File: src/rtl/lsu_pkg.sv
// Shared definitions for the load/store unit: access op codes, FSM state
// encoding and the alignment predicate.
package lsu_pkg;

  typedef enum logic [2:0] {
    OP_LW  = 3'b000,
    OP_LH  = 3'b001,
    OP_LHU = 3'b010,
    OP_LB  = 3'b011,
    OP_LBU = 3'b100,
    OP_SW  = 3'b101,
    OP_SH  = 3'b110,
    OP_SB  = 3'b111
  } ls_op_t;

  typedef enum logic {
    IDLE   = 1'b0,
    RMW_WR = 1'b1
  } lsu_state_t;

  // Word ops need a 4-byte boundary, halfword ops a 2-byte boundary.
  function automatic logic misaligned(input logic [2:0] op, input logic [1:0] addr_lo);
    logic m;
    m = 1'b0;
    case (op)
      OP_LW, OP_SW:         m = (addr_lo != 2'b00);
      OP_LH, OP_LHU, OP_SH: m = addr_lo[0];
      default:              m = 1'b0;
    endcase
    return m;
  endfunction

  function automatic logic is_subword_store(input logic [2:0] op);
    logic s;
    s = 1'b0;
    case (op)
      OP_SB, OP_SH: s = 1'b1;
      default:      s = 1'b0;
    endcase
    return s;
  endfunction

endpackage

File: src/rtl/ls_byte_lane.sv
// Big-endian lane logic: extracts and extends load results from a memory
// word, and builds the merged word for sub-word stores.
module ls_byte_lane
  import lsu_pkg::*;
(
  input  logic [2:0]  op,
  input  logic [1:0]  addr_lo,
  input  logic [31:0] word,
  input  logic [31:0] wdata,
  output logic [31:0] load_data,
  output logic [31:0] merge_data
);

  logic [7:0]  byte_sel;
  logic [15:0] half_sel;

  // Byte 0 sits in the most significant lane.
  always_comb begin
    byte_sel = 8'h00;
    case (addr_lo)
      2'd0:    byte_sel = word[31:24];
      2'd1:    byte_sel = word[23:16];
      2'd2:    byte_sel = word[15:8];
      2'd3:    byte_sel = word[7:0];
      default: byte_sel = 8'h00;
    endcase
    if (addr_lo[1]) begin
      half_sel = word[15:0];
    end else begin
      half_sel = word[31:16];
    end
  end

  // Load extension.
  always_comb begin
    load_data = 32'h0000_0000;
    case (op)
      OP_LW:   load_data = word;
      OP_LH:   load_data = {{16{half_sel[15]}}, half_sel};
      OP_LHU:  load_data = {16'h0000, half_sel};
      OP_LB:   load_data = {{24{byte_sel[7]}}, byte_sel};
      OP_LBU:  load_data = {24'h00_0000, byte_sel};
      default: load_data = 32'h0000_0000;
    endcase
  end

  // Store merge: replace only the addressed lane of the fetched word.
  always_comb begin
    merge_data = word;
    case (op)
      OP_SB: begin
        case (addr_lo)
          2'd0:    merge_data[31:24] = wdata[7:0];
          2'd1:    merge_data[23:16] = wdata[7:0];
          2'd2:    merge_data[15:8]  = wdata[7:0];
          2'd3:    merge_data[7:0]   = wdata[7:0];
          default: merge_data = word;
        endcase
      end
      OP_SH: begin
        if (addr_lo[1]) begin
          merge_data[15:0] = wdata[15:0];
        end else begin
          merge_data[31:16] = wdata[15:0];
        end
      end
      default: merge_data = word;
    endcase
  end

endmodule

File: src/rtl/load_store_unit.sv
// Load/store unit in front of a word-only data memory: sub-word loads,
// read-modify-write sub-word stores and sticky misalignment reporting.
module load_store_unit
  import lsu_pkg::*;
#(
  parameter int AW = 32,
  parameter int DW = 32
) (
  input  logic          clk,
  input  logic          rst_n,
  input  logic          ls_req,
  input  logic [2:0]    ls_op,
  input  logic [AW-1:0] ls_addr,
  input  logic [DW-1:0] ls_wdata,
  output logic [DW-1:0] ls_rdata,
  output logic          ls_stall,
  output logic          ls_misalign,
  output logic          ls_fault,
  output logic [AW-1:0] fault_addr,
  output logic [AW-1:0] mem_address,
  output logic [DW-1:0] write_data,
  output logic          MemRead,
  output logic          MemWrite,
  input  logic [DW-1:0] read_data
);

  lsu_state_t    state;
  lsu_state_t    state_next;
  logic [DW-1:0] merge_word;
  logic [AW-1:0] merge_index;
  logic [AW-1:0] word_index;
  logic          misalign_now;
  logic          start_rmw;
  logic [DW-1:0] lane_load;
  logic [DW-1:0] lane_merge;

  assign word_index   = {2'b00, ls_addr[AW-1:2]};
  assign misalign_now = (state == IDLE) && ls_req && misaligned(ls_op, ls_addr[1:0]);
  assign start_rmw    = (state == IDLE) && ls_req && !misalign_now && is_subword_store(ls_op);
  assign ls_misalign  = misalign_now;

  ls_byte_lane u_lane (
    .op         (ls_op),
    .addr_lo    (ls_addr[1:0]),
    .word       (read_data),
    .wdata      (ls_wdata),
    .load_data  (lane_load),
    .merge_data (lane_merge)
  );

  // FSM state register.
  always_ff @(posedge clk or negedge rst_n) begin
    if (!rst_n) begin
      state <= IDLE;
    end else begin
      state <= state_next;
    end
  end

  // Capture of the merged word and its index for the write-back cycle.
  always_ff @(posedge clk or negedge rst_n) begin
    if (!rst_n) begin
      merge_word  <= '0;
      merge_index <= '0;
    end else if (start_rmw) begin
      merge_word  <= lane_merge;
      merge_index <= word_index;
    end else begin
      merge_word  <= merge_word;
      merge_index <= merge_index;
    end
  end

  // Sticky fault flag; only the first misaligned address is kept.
  always_ff @(posedge clk or negedge rst_n) begin
    if (!rst_n) begin
      ls_fault   <= 1'b0;
      fault_addr <= '0;
    end else if (misalign_now && !ls_fault) begin
      ls_fault   <= 1'b1;
      fault_addr <= ls_addr;
    end else begin
      ls_fault   <= ls_fault;
      fault_addr <= fault_addr;
    end
  end

  // Next state and memory-side outputs; everything is held quiet in reset.
  always_comb begin
    state_next  = state;
    MemRead     = 1'b0;
    MemWrite    = 1'b0;
    ls_stall    = 1'b0;
    ls_rdata    = '0;
    write_data  = '0;
    mem_address = word_index;
    if (!rst_n) begin
      state_next = IDLE;
    end else begin
      case (state)
        IDLE: begin
          if (ls_req && !misalign_now) begin
            case (ls_op)
              OP_LW, OP_LH, OP_LHU, OP_LB, OP_LBU: begin
                MemRead  = 1'b1;
                ls_rdata = lane_load;
              end
              OP_SW: begin
                MemWrite   = 1'b1;
                write_data = ls_wdata;
              end
              OP_SH, OP_SB: begin
                MemRead    = 1'b1;
                ls_stall   = 1'b1;
                state_next = RMW_WR;
              end
              default: begin
                MemRead  = 1'b0;
                MemWrite = 1'b0;
              end
            endcase
          end else begin
            state_next = IDLE;
          end
        end
        RMW_WR: begin
          MemWrite    = 1'b1;
          write_data  = merge_word;
          mem_address = merge_index;
          state_next  = IDLE;
        end
        default: state_next = IDLE;
      endcase
    end
  end

endmodule

File: config.mk
export PLATFORM = sky130hd
export DESIGN_NAME = load_store_unit
export DESIGN_NICKNAME = d
export VERILOG_FILES = /design/src/rtl/lsu_pkg.sv /design/src/rtl/ls_byte_lane.sv /design/src/rtl/load_store_unit.sv
export SDC_FILE = /design/constraint.sdc
export NUM_CORES = 1
export LEC_CHECK = 0
export BUFFER_PORTS_ARGS = -buffer_cell sky130_fd_sc_hd__buf_4
export CORE_MARGIN = 5
export CORE_UTILIZATION = 45
export DETAILED_ROUTE_END_ITERATION = 8
export PLACE_DENSITY = 0.78
export SYNTH_ARGS = -nofsm -noshare
export SYNTH_HDL_FRONTEND = slang
export SYNTH_SLANG_ARGS = --single-unit
File: constraint.sdc
create_clock -name clk -period 1.7 [get_ports clk]
set_input_delay 0.17 -clock clk [delete_from_list [all_inputs] [get_ports clk]]
set_output_delay 0.17 -clock clk [all_outputs]
set_load 0.005 [all_outputs]
# Word-level counts from Yosys, hierarchy flattened
# Cells that the tools add are included.
# op_classes
eq_ne	10
bitwise	1
mux	35
n_reduce_logical	16
# ops
cell	count
32-bit two-way mux	7
32-bit case mux with 5 select lines	1
32-bit case mux with 2 select lines	2
30-bit two-way mux	2
16-bit two-way mux	3
8-bit two-way mux	4
8-bit case mux with 4 select lines	1
3-bit equality test, second input constant	4
1-bit two-way mux	12
7-bit OR reduction	1
3-bit by 2-bit equality test with 1-bit output, second input constant	2
1-bit logical AND	6
1-bit case mux with 2 select lines	3
5-bit OR reduction	1
2-bit equality test, second input constant	2
2-bit OR reduction	2
3-bit by 1-bit equality test with 1-bit output, second input constant	1
3-bit zero test	1
3-bit OR reduction	1
2-bit by 1-bit equality test with 1-bit output, second input constant	1
1-bit zero test	2
2-bit zero test	1
2-bit nonzero test	1
1-bit inverter	1
# word_totals
inputBits	102
output_inout_bits	133
wordCells	67
register_bits	96

# Longest topological paths before layout
# Gate-level depths: netlist (run 1).
# depth
depth_word	9
mapped_depth	7
mapped_depth_nobuf	4

# By module
# A second synthesis (run 1) with hierarchy kept.
# unflattened
cells_unflattened	541
area_unflattened_um2	6272.3
# by_module_without_submodules
module	instances	area_per_inst_um2	cells_each
load_store_unit	1	4644.5	335
ls_byte_lane	1	1627.8	206

# Worst setup path before layout (run 1)
# Ideal clock, no wire load.
# synth_timing
path_type	input to register
from	input port ls_addr[1]
to	register fault_addr[0]
setup_time_ns	0.125
n_path_buf	3
cell_stages	7
path_slack_ns	-0.150
t_required_ns	1.575
arrival_time_ns	1.725
cell_sequence	buf_2 > nand2b_1 > a221o_1 > or3_1 > buf_2 > buf_6 > mux2_4
# synth_via
elab_chain_cells	4
# synth_lines
element	line	text
from (decl)	load_store_unit.sv:13	input logic [AW-1:0] ls_addr,
2-bit nonzero test	lsu_pkg.sv:26	OP_LW, OP_SW: m = (addr_lo != 2'b00);
1-bit case mux with 2 select lines	lsu_pkg.sv:25	case (op)
1-bit logical AND	load_store_unit.sv:38	assign misalign_now = (state == IDLE) && ls_req && misaligned(ls_op, ls_addr[1:0]);
1-bit logical AND	load_store_unit.sv:79	end else if (misalign_now && !ls_fault) begin
to (signal assigned)	load_store_unit.sv:81	fault_addr <= ls_addr;
to (signal assigned)	load_store_unit.sv:84	fault_addr <= fault_addr;
to (decl)	load_store_unit.sv:19	output logic [AW-1:0] fault_addr,
# No other way between the ends.
# A chain may end at the register's enable or synchronous reset.

# Worst setup path after layout (run 1)
# layout_timing
from	register state
to	output port ls_rdata[22]
# layout_via
elab_chain_cells	8
# layout_lines
element	line	text
from (decl)	load_store_unit.sv:27	lsu_state_t state;
from (signal assigned)	load_store_unit.sv:56	state <= state_next;
1-bit inverter	n/a	
1-bit logical AND (2 in a row)	load_store_unit.sv:38	
1-bit zero test	load_store_unit.sv:102	if (ls_req && !misalign_now) begin
1-bit logical AND	load_store_unit.sv:102	
32-bit two-way mux	load_store_unit.sv:102	
32-bit two-way mux (*)	load_store_unit.sv:100	case (state)
32-bit two-way mux (*)	load_store_unit.sv:97	if (!rst_n) begin
to (decl)	load_store_unit.sv:15	output logic [DW-1:0] ls_rdata,
# Every way passes the cells marked *; elsewhere a longest branch is shown, timed or not.

==> metrics.md, run 1 <==
| Metric | Value |
|---|---|
| Status | finished, violations left |
| Failing checks | negative setup slack |
| First-pass GRT wire length | ~33 mm |
| Leading area contributor after synthesis | dfrtp_1 |
| Max cap viols | 0 |
| Total congestion overflow | 0 |
| WL/cell | 21.78 um |
| Starting Density | 45.49% |
| Filler instances | 946 |
| Reg clk slew, reported paths | 70 ps |
| Commonest non-fill, non-tap cells in the layout | 228 x buf_4, 96 x dfrtp_1, 60 x mux2_4 |
| First-pass DRT Iterations | 5 |
| Synthesized instance count | 570 |
| Final Hold Fails | 0 |
| Longest Clk Path Bufs | 2 |
| Peak VDD IR | 0.7596 mV |
| Total net switching power | 2.037 mW |
| Routed WL | 21.63 mm |
| Clock insertion delay at the later pin of the skew report | between 300 and 400 ps |
| Die outline area | 15630 um^2 |
| Synth Warn # | 0 |
| Synth unique cells | 47 |
| CP required | 1530 ps |
| Share of cells above drive strength 1 | about half |
| Multi-input gate area | 3483 um^2 |
| N_diodes | 0 |
| Die width | 125.0 um |
| Number of vias per cell | 5.850 |
| HPWL Detailed | 14.76 mm |
| Root Buffer | clkbuf_16 |
| Post-synth top area share | 40.36% |
| DRC Markers | 0 |
| Syn Std Cell Area | 5952 um^2 |
| # rows | 42 |
| Largest net degree at the start of global routing | 73 |
| Register Area | between 2000 and 2500 um^2 |
| Clock Skews | 6.277 ps |
| Least-Margin Pin Slew | 746.9 ps |
| H-tree Lvls | 3 |
| Die Ht | around 130 um |
| Nets | approximately 910 |
| Number of synthesized flops with an enable pin | 0 |
| Initial detailed-routing violation count | 501 |
| Post-DP Area | ~8100 um^2 |
| Leakage | 4.324 nW |
| Core Area | 13090 um^2 |
| Final Cycle Share | 109.5% |
| Fraction of power spent switching nets | 27.51% |
| Worst Setup Slack, final | -161.0 ps |
| Worst hold-check path type | input port to asynchronous set/reset pin |
| Crit end category | primary output |
| Vias in the first global route | 6021 |
| CTS tree | done |
| CP Launch Type | flip-flop |
| Clock network power share | 30.9% |
| P_int | ~5.4 mW |
| Seq cells post-synth | 96 |
| Area Overhead vs Synth | 50.85% |
| Routed Antenna Nets | 0 |
| Most common cell after layout, fill and taps aside | buf_4 |
| Pre-CTS WS | -214.4 ps |
| CP Class | flip-flop to primary output |
| Main synth FF type | dfrtp_1 |
| Average size of a mapped cell | 10.44 um^2 |
| Num Clock Sinks | 96 |
| PwrDens | 824.7 nW/um^2 |
| CTS Buf Count | 9 |
| Port buffer count | 232 |
| Rel. slew slack | about 50% |
| Ys async rst share | 100.0% |
| Logic pwr share | between 20 and 30% |
| Sequential element share of the synthesized area | 40.36% |
| Io pins | 235 |
| Unrepaired setup endpoints after global routing | true |
| RePlAce Congestion | 0.9078 |
| Total GRT Usage | 25.67% |
| Arrival @ worst endpoint | around 1700 ps |
| Final Setup Violations | 106 |
| Hold WS | 69.02 ps |
| Final design area excluding fillers | 8979 um^2 |
| Fmax | 537.3 MHz |
| Antenna violations before repair | 0 |
| Largest cells by area after synthesis | dfrtp_1 40%, mux2_2 12%, mux2_4 7.6%, a22o_1 4.7%, o21ai_0 4.2% |
| Reg power frac | 41.4% |
| Worst Path Max Fanout | 32 |
| Routed via count | 5809 |
| Final Critical Period | between 1500 and 2000 ps |
| Final Max Tran Viols | 0 |
through the flow:
stage / util (%) / TNS (ps) / std cells / total power, mW
CTS: 66.47 / -11720 / 987 / 7.314
detailed placement: 61.91 / -12290 / 964 / 4.975
global route: 68.62 / -22930 / 993 / 7.767
global placement: 61.91 / -9810 / 964 / 4.888
finish: 68.62 / -12930 / 993 / 7.405
floorplan: - / -2634 / 571 / 3.887
synth_stat cells (2+ instances only):
library cell / instances
nor2_1: 20
nand2b_1: 5
a31oi_1: 2
buf_1: 5
a21oi_1: 46
o22a_1: 7
nand2_1: 53
a22oi_1: 23
nor3_1: 2
dfrtp_1: 96
mux2_4: 30
buf_4: 2
inv_1: 3
or3b_2: 9
a211oi_1: 8
buf_6: 4
and2_1: 2
o21bai_1: 2
clkbuf_1: 34
and3_1: 2
and3b_1: 2
mux2i_1: 19
a211o_1: 7
nand3_1: 3
buf_2: 6
a22o_1: 32
nor2b_1: 4
o21ai_0: 50
mux4_2: 7
a2bb2oi_1: 7
mux2_2: 62
flip-flops by register name, indices dropped and copies added (netlist names):
register     count
fault_addr      32
merge_word      32
merge_index     30
ls_fault         1
state            1
worst max-delay path: stages (launching register included):
cell and delay (ps):
dfrtp_1 410, nor2b_2 190, buf_6 130, nand4_1 140, buf_12 200, a21oi_1 140, buf_4 130
power groups by stage:
stage | logic, mW | clock network [mW] | registers [mW]
after floorplan | 0.898 | 0 | 2.99
after global placement | 1.84 | 0 | 3.04
after detailed placement | 1.92 | 0 | 3.05
after CTS | 1.97 | 2.32 | 3.03
after global routing | 2.21 | 2.44 | 3.11
final | 2.05 | 2.29 | 3.06
kinds of logic (layout without fill, tap and decap cells):
| logic type | Yosys count | after routing | share of synthesized area, % |
|---|---|---|---|
| AO/OA/AOI/OAI | 192 | 192 | 21.32 |
| multiplexers | 118 | 118 | 25.14 |
| buffers and inverters | 54 | 300 | 4.162 |
| flip-flops | 96 | 96 | 40.36 |
| AND/OR/NAND/NOR | 108 | 108 | 8.808 |
| XOR/XNOR | 1 | 1 | 0.1472 |
| other | 1 | 2 | 0.06300 |
final cells by class:
class / instances / area share (%)
sequential: 96 / 26.76
timing repair buffer: 281 / 28.11
clock inverter: 5 / 0.9476
multi-input combinational: 421 / 38.80
inverter: 3 / 0.1254
clock buffer: 11 / 2.815
tap: 176 / 2.453
worst paths after layout:
check                                     startpoint                          end  slack [ps]  cells past startpoint
min in group clk                         ls_addr[22]   fault_addr[22]$_DFFE_PN0P_          70                      2
max in group asynchronous                      rst_n   merge_word[21]$_DFFE_PN0P_         720                      3
min reg2reg                merge_word[6]$_DFFE_PN0P_    merge_word[6]$_DFFE_PN0P_         480                      2
max reg2reg                          state$_DFF_PN0_  merge_index[16]$_DFFE_PN0P_        -120                      7
min                                            rst_n  merge_index[29]$_DFFE_PN0P_          70                      2
max                                  state$_DFF_PN0_                 ls_rdata[22]        -160                      6
timing repair:
item	CTS	global route
buffers inserted	2	3
endpoints found under the hold margin	4	0
gates cloned	4	3
setup endpoints to repair	125	106
gates resized for setup	31	49
hold buffers	1	0
per-layer routing:
metal / routed length, um / vias up / track usage [%]
met5: 0 / - / 0
met4: 838 / 0 / 10.40
met3: 1856 / 71 / 6.738
met2: 10680 / 325 / 42.96
met1: 8252 / 2810 / 31.67
li1: - / 2603 / -
Note: power is estimated with default switching activity, not from simulation.
==> inputs of run 2 (changes only) <==
--- a/config.mk
+++ b/config.mk
@@ -7,9 +7,10 @@
 export LEC_CHECK = 0
 export BUFFER_PORTS_ARGS = -buffer_cell sky130_fd_sc_hd__buf_4
 export CORE_MARGIN = 5
-export CORE_UTILIZATION = 45
+export CORE_UTILIZATION = 50
 export DETAILED_ROUTE_END_ITERATION = 8
-export PLACE_DENSITY = 0.78
+export PLACE_DENSITY = 0.82
+export SETUP_SLACK_MARGIN = 0.4
 export SYNTH_ARGS = -nofsm -noshare
 export SYNTH_HDL_FRONTEND = slang
 export SYNTH_SLANG_ARGS = --single-unit
==> constraint.sdc (replaced) <==
create_clock -name clk -period 1.8 [get_ports clk]
set_input_delay 0.18 -clock clk [delete_from_list [all_inputs] [get_ports clk]]
set_output_delay 0.18 -clock clk [all_outputs]
set_load 0.005 [all_outputs]
==> run 2 against run 1 <==
The flow finishes with violations (negative hold slack, negative setup slack). Non-clock buffer count rose by 23. Critical path depth up 5. Combinational power is 9% higher. Critical path type is now input port to primary output. Largest power group unchanged.
==> metrics.md, run 2 (synthesis results as in run 1) <==
| Metric | Value |
|---|---|
| Peak VDD IR | between 0.8 and 0.9 mV |
| CP Class | input port to primary output |
| CTS Buf Count | 9 |
| Reg clk slew, reported paths | 80 ps |
| Most common cell after layout, fill and taps aside | buf_4 |
| Num Clock Sinks | 96 |
| Fraction of power spent switching nets | just under 30% |
| Final Cycle Share | 108.6% |
| N_diodes | 0 |
| Unrepaired setup endpoints after global routing | true |
| Commonest non-fill, non-tap cells in the layout | 244 x buf_4, 96 x dfrtp_1, 48 x mux2_2 |
| DRC Markers | 0 |
| Reg power frac | approximately two fifths |
| Longest Clk Path Bufs | 2 |
| P_int | 5.090 mW |
| Die Ht | 119.1 um |
| Least-Margin Pin Slew | about 800 ps |
| Root Buffer | clkbuf_16 |
| Routed Antenna Nets | 0 |
| RePlAce Congestion | 0.9250 |
| Logic pwr share | 30.8% |
| Vias in the first global route | between 6000 and 7000 |
| PwrDens | between 700 and 800 nW/um^2 |
| WL/cell | 25.02 um |
| Number of vias per cell | 6.394 |
| CP Launch Type | input port |
| Final Hold Fails | 28 |
| Fmax | 511.5 MHz |
| Met2 Track Usage GR | 52.45% |
| Rel. slew slack | 46.45% |
| Routed via count | 6285 |
| Antenna violations before repair | 0 |
| # rows | 39 |
| Area Overhead vs Synth | 64.87% |
| Status | finished, violations left |
| Final design area excluding fillers | 9813 um^2 |
| Clock Skews | 9.170 ps |
| Io pins | 235 |
| GRT met3 Usage | between 8 and 9% |
| R2R cell count | 11 |
| Crit path top cell by count | buf_6 |
| First-pass DRT Iterations | 6 |
| Nets | 937 |
| Leakage | 4.612 nW |
| GR peak layer | met2 |
| Largest net degree at the start of global routing | 61 |
| Total net switching power | roughly 2.2 mW |
| CP required | 1620 ps |
| Final Critical Period | 1955 ps |
| CTS Hold Bufs | 1 |
| CP Cell Sequence | buf_6 > buf_6 > nor3b_4 > a221o_1 > buf_4 > buf_6 > nand4_1 > buf_4 > buf_12 > a21oi_4 > buf_6 |
| Starting Density | 51.47% |
| CP max stage cell | nor3b_4 |
| Arrival @ worst endpoint | 1770 ps |
| Clock network power share | 29.0% |
| Crit end category | primary output |
| H-tree Lvls | 3 |
| Worst hold-check path type | input port to asynchronous set/reset pin |
| Failing checks | negative hold slack, negative setup slack |
| Worst Setup Slack, final | -154.9 ps |
| HPWL Detailed | between 10 and 15 mm |
| Hold WS | -67.98 ps |
| Port buffer count | about 230 |
| Clock insertion delay at the later pin of the skew report | 350 ps |
| Max cap viols | 0 |
| Die outline area | about 14000 um^2 |
| Initial detailed-routing violation count | between 600 and 700 |
| Worst Path Max Fanout | 16 |
| First-pass GRT wire length | 35.00 mm |
| Core Area | between 10000 and 15000 um^2 |
| Die width | 119.1 um |
| Post-DP Area | 8259 um^2 |
| Routing usage on met1 | 36.91% |
| Largest regs | fault_addr: 32 flops, merge_word: 32 flops, merge_index: 30 flops |
| CTS tree | done |
| Worst stage delay on the critical path | 190 ps |
| Total power | 7.245 mW |
| Routed WL | 24.59 mm |
| Final Max Tran Viols | 0 |
| Total congestion overflow | 0 |
| Total GRT Usage | 30.91% |
| Share of cells above drive strength 1 | between 60% and 70% |
| Final Setup Violations | 128 |
## run 2: worst paths after layout
path                                      startpoint                          to  slack (ps)
setup / recovery                            ls_op[1]                ls_rdata[11]        -150
hold / removal                                 rst_n   fault_addr[2]$_DFFE_PN0P_         -70
setup reg to reg                     state$_DFF_PN0_   merge_word[0]$_DFFE_PN0P_        -120
hold reg to reg            merge_word[5]$_DFFE_PN0P_   merge_word[5]$_DFFE_PN0P_         490
max in group asynchronous                      rst_n  merge_word[20]$_DFFE_PN0P_         720
min in group clk                          ls_addr[2]   fault_addr[2]$_DFFE_PN0P_          80
## run 2: power by group through the flow
stage | sequential (mW) | clock, mW | combinational, mW
2_1_floorplan | 2.82 | 0 | 0.937
3_3_place_gp | 2.86 | 0 | 1.79
3_5_place_dp | 2.88 | 0 | 1.88
4_1_cts | 2.88 | 2.09 | 2.09
5_1_grt | 2.95 | 2.19 | 2.36
6_report | 2.92 | 2.10 | 2.23
## run 2: per-stage QoR
step           util (%)  TNS [ps]  setup slack (ps)  instances
2_1_floorplan         -         0             2.429        571
3_3_place_gp      71.42     -2231            -74.65        927
3_5_place_dp      71.42     -5198            -122.5        927
4_1_cts           81.09     -2835            -78.02        970
5_1_grt           84.85    -17710            -253.5        983
6_report          84.85     -9996            -154.9        983
## run 2: layout make-up
class / instances / area (um^2)
clock inverter: 5 / 70.07
timing repair buffer: 304 / 2979
sequential: 96 / 2402
clock buffer: 11 / 252.7
tap: 143 / 178.9
inverter: 3 / 11.26
multi-input combinational: 421 / 3919
fill: 591 / 1752
## run 2: routing by layer
metal / wire length, um / vias up
met3: 2510 / 122
met1: 8513 / 3035
met2: 12300 / 467
met4: 1266 / 0
li1: - / 2661
met5: 0 / -
## run 2: worst max-delay path, delay by kind of cell
family | cells | cell delay [ps]
AO/OA/AOI/OAI | 2 | 320
buffers and inverters | 7 | 930
AND/OR/NAND/NOR | 2 | 330
## run 2: timing repair
| item | CTS | global route |
|---|---|---|
| cloned | 13 | 6 |
| endpoints found under the hold margin | 8 | 28 |
| setup endpoints to repair | 193 | 192 |
| resized for setup | 120 | 55 |
| pin swaps | 34 | 3 |
| buffers inserted | 13 | 7 |
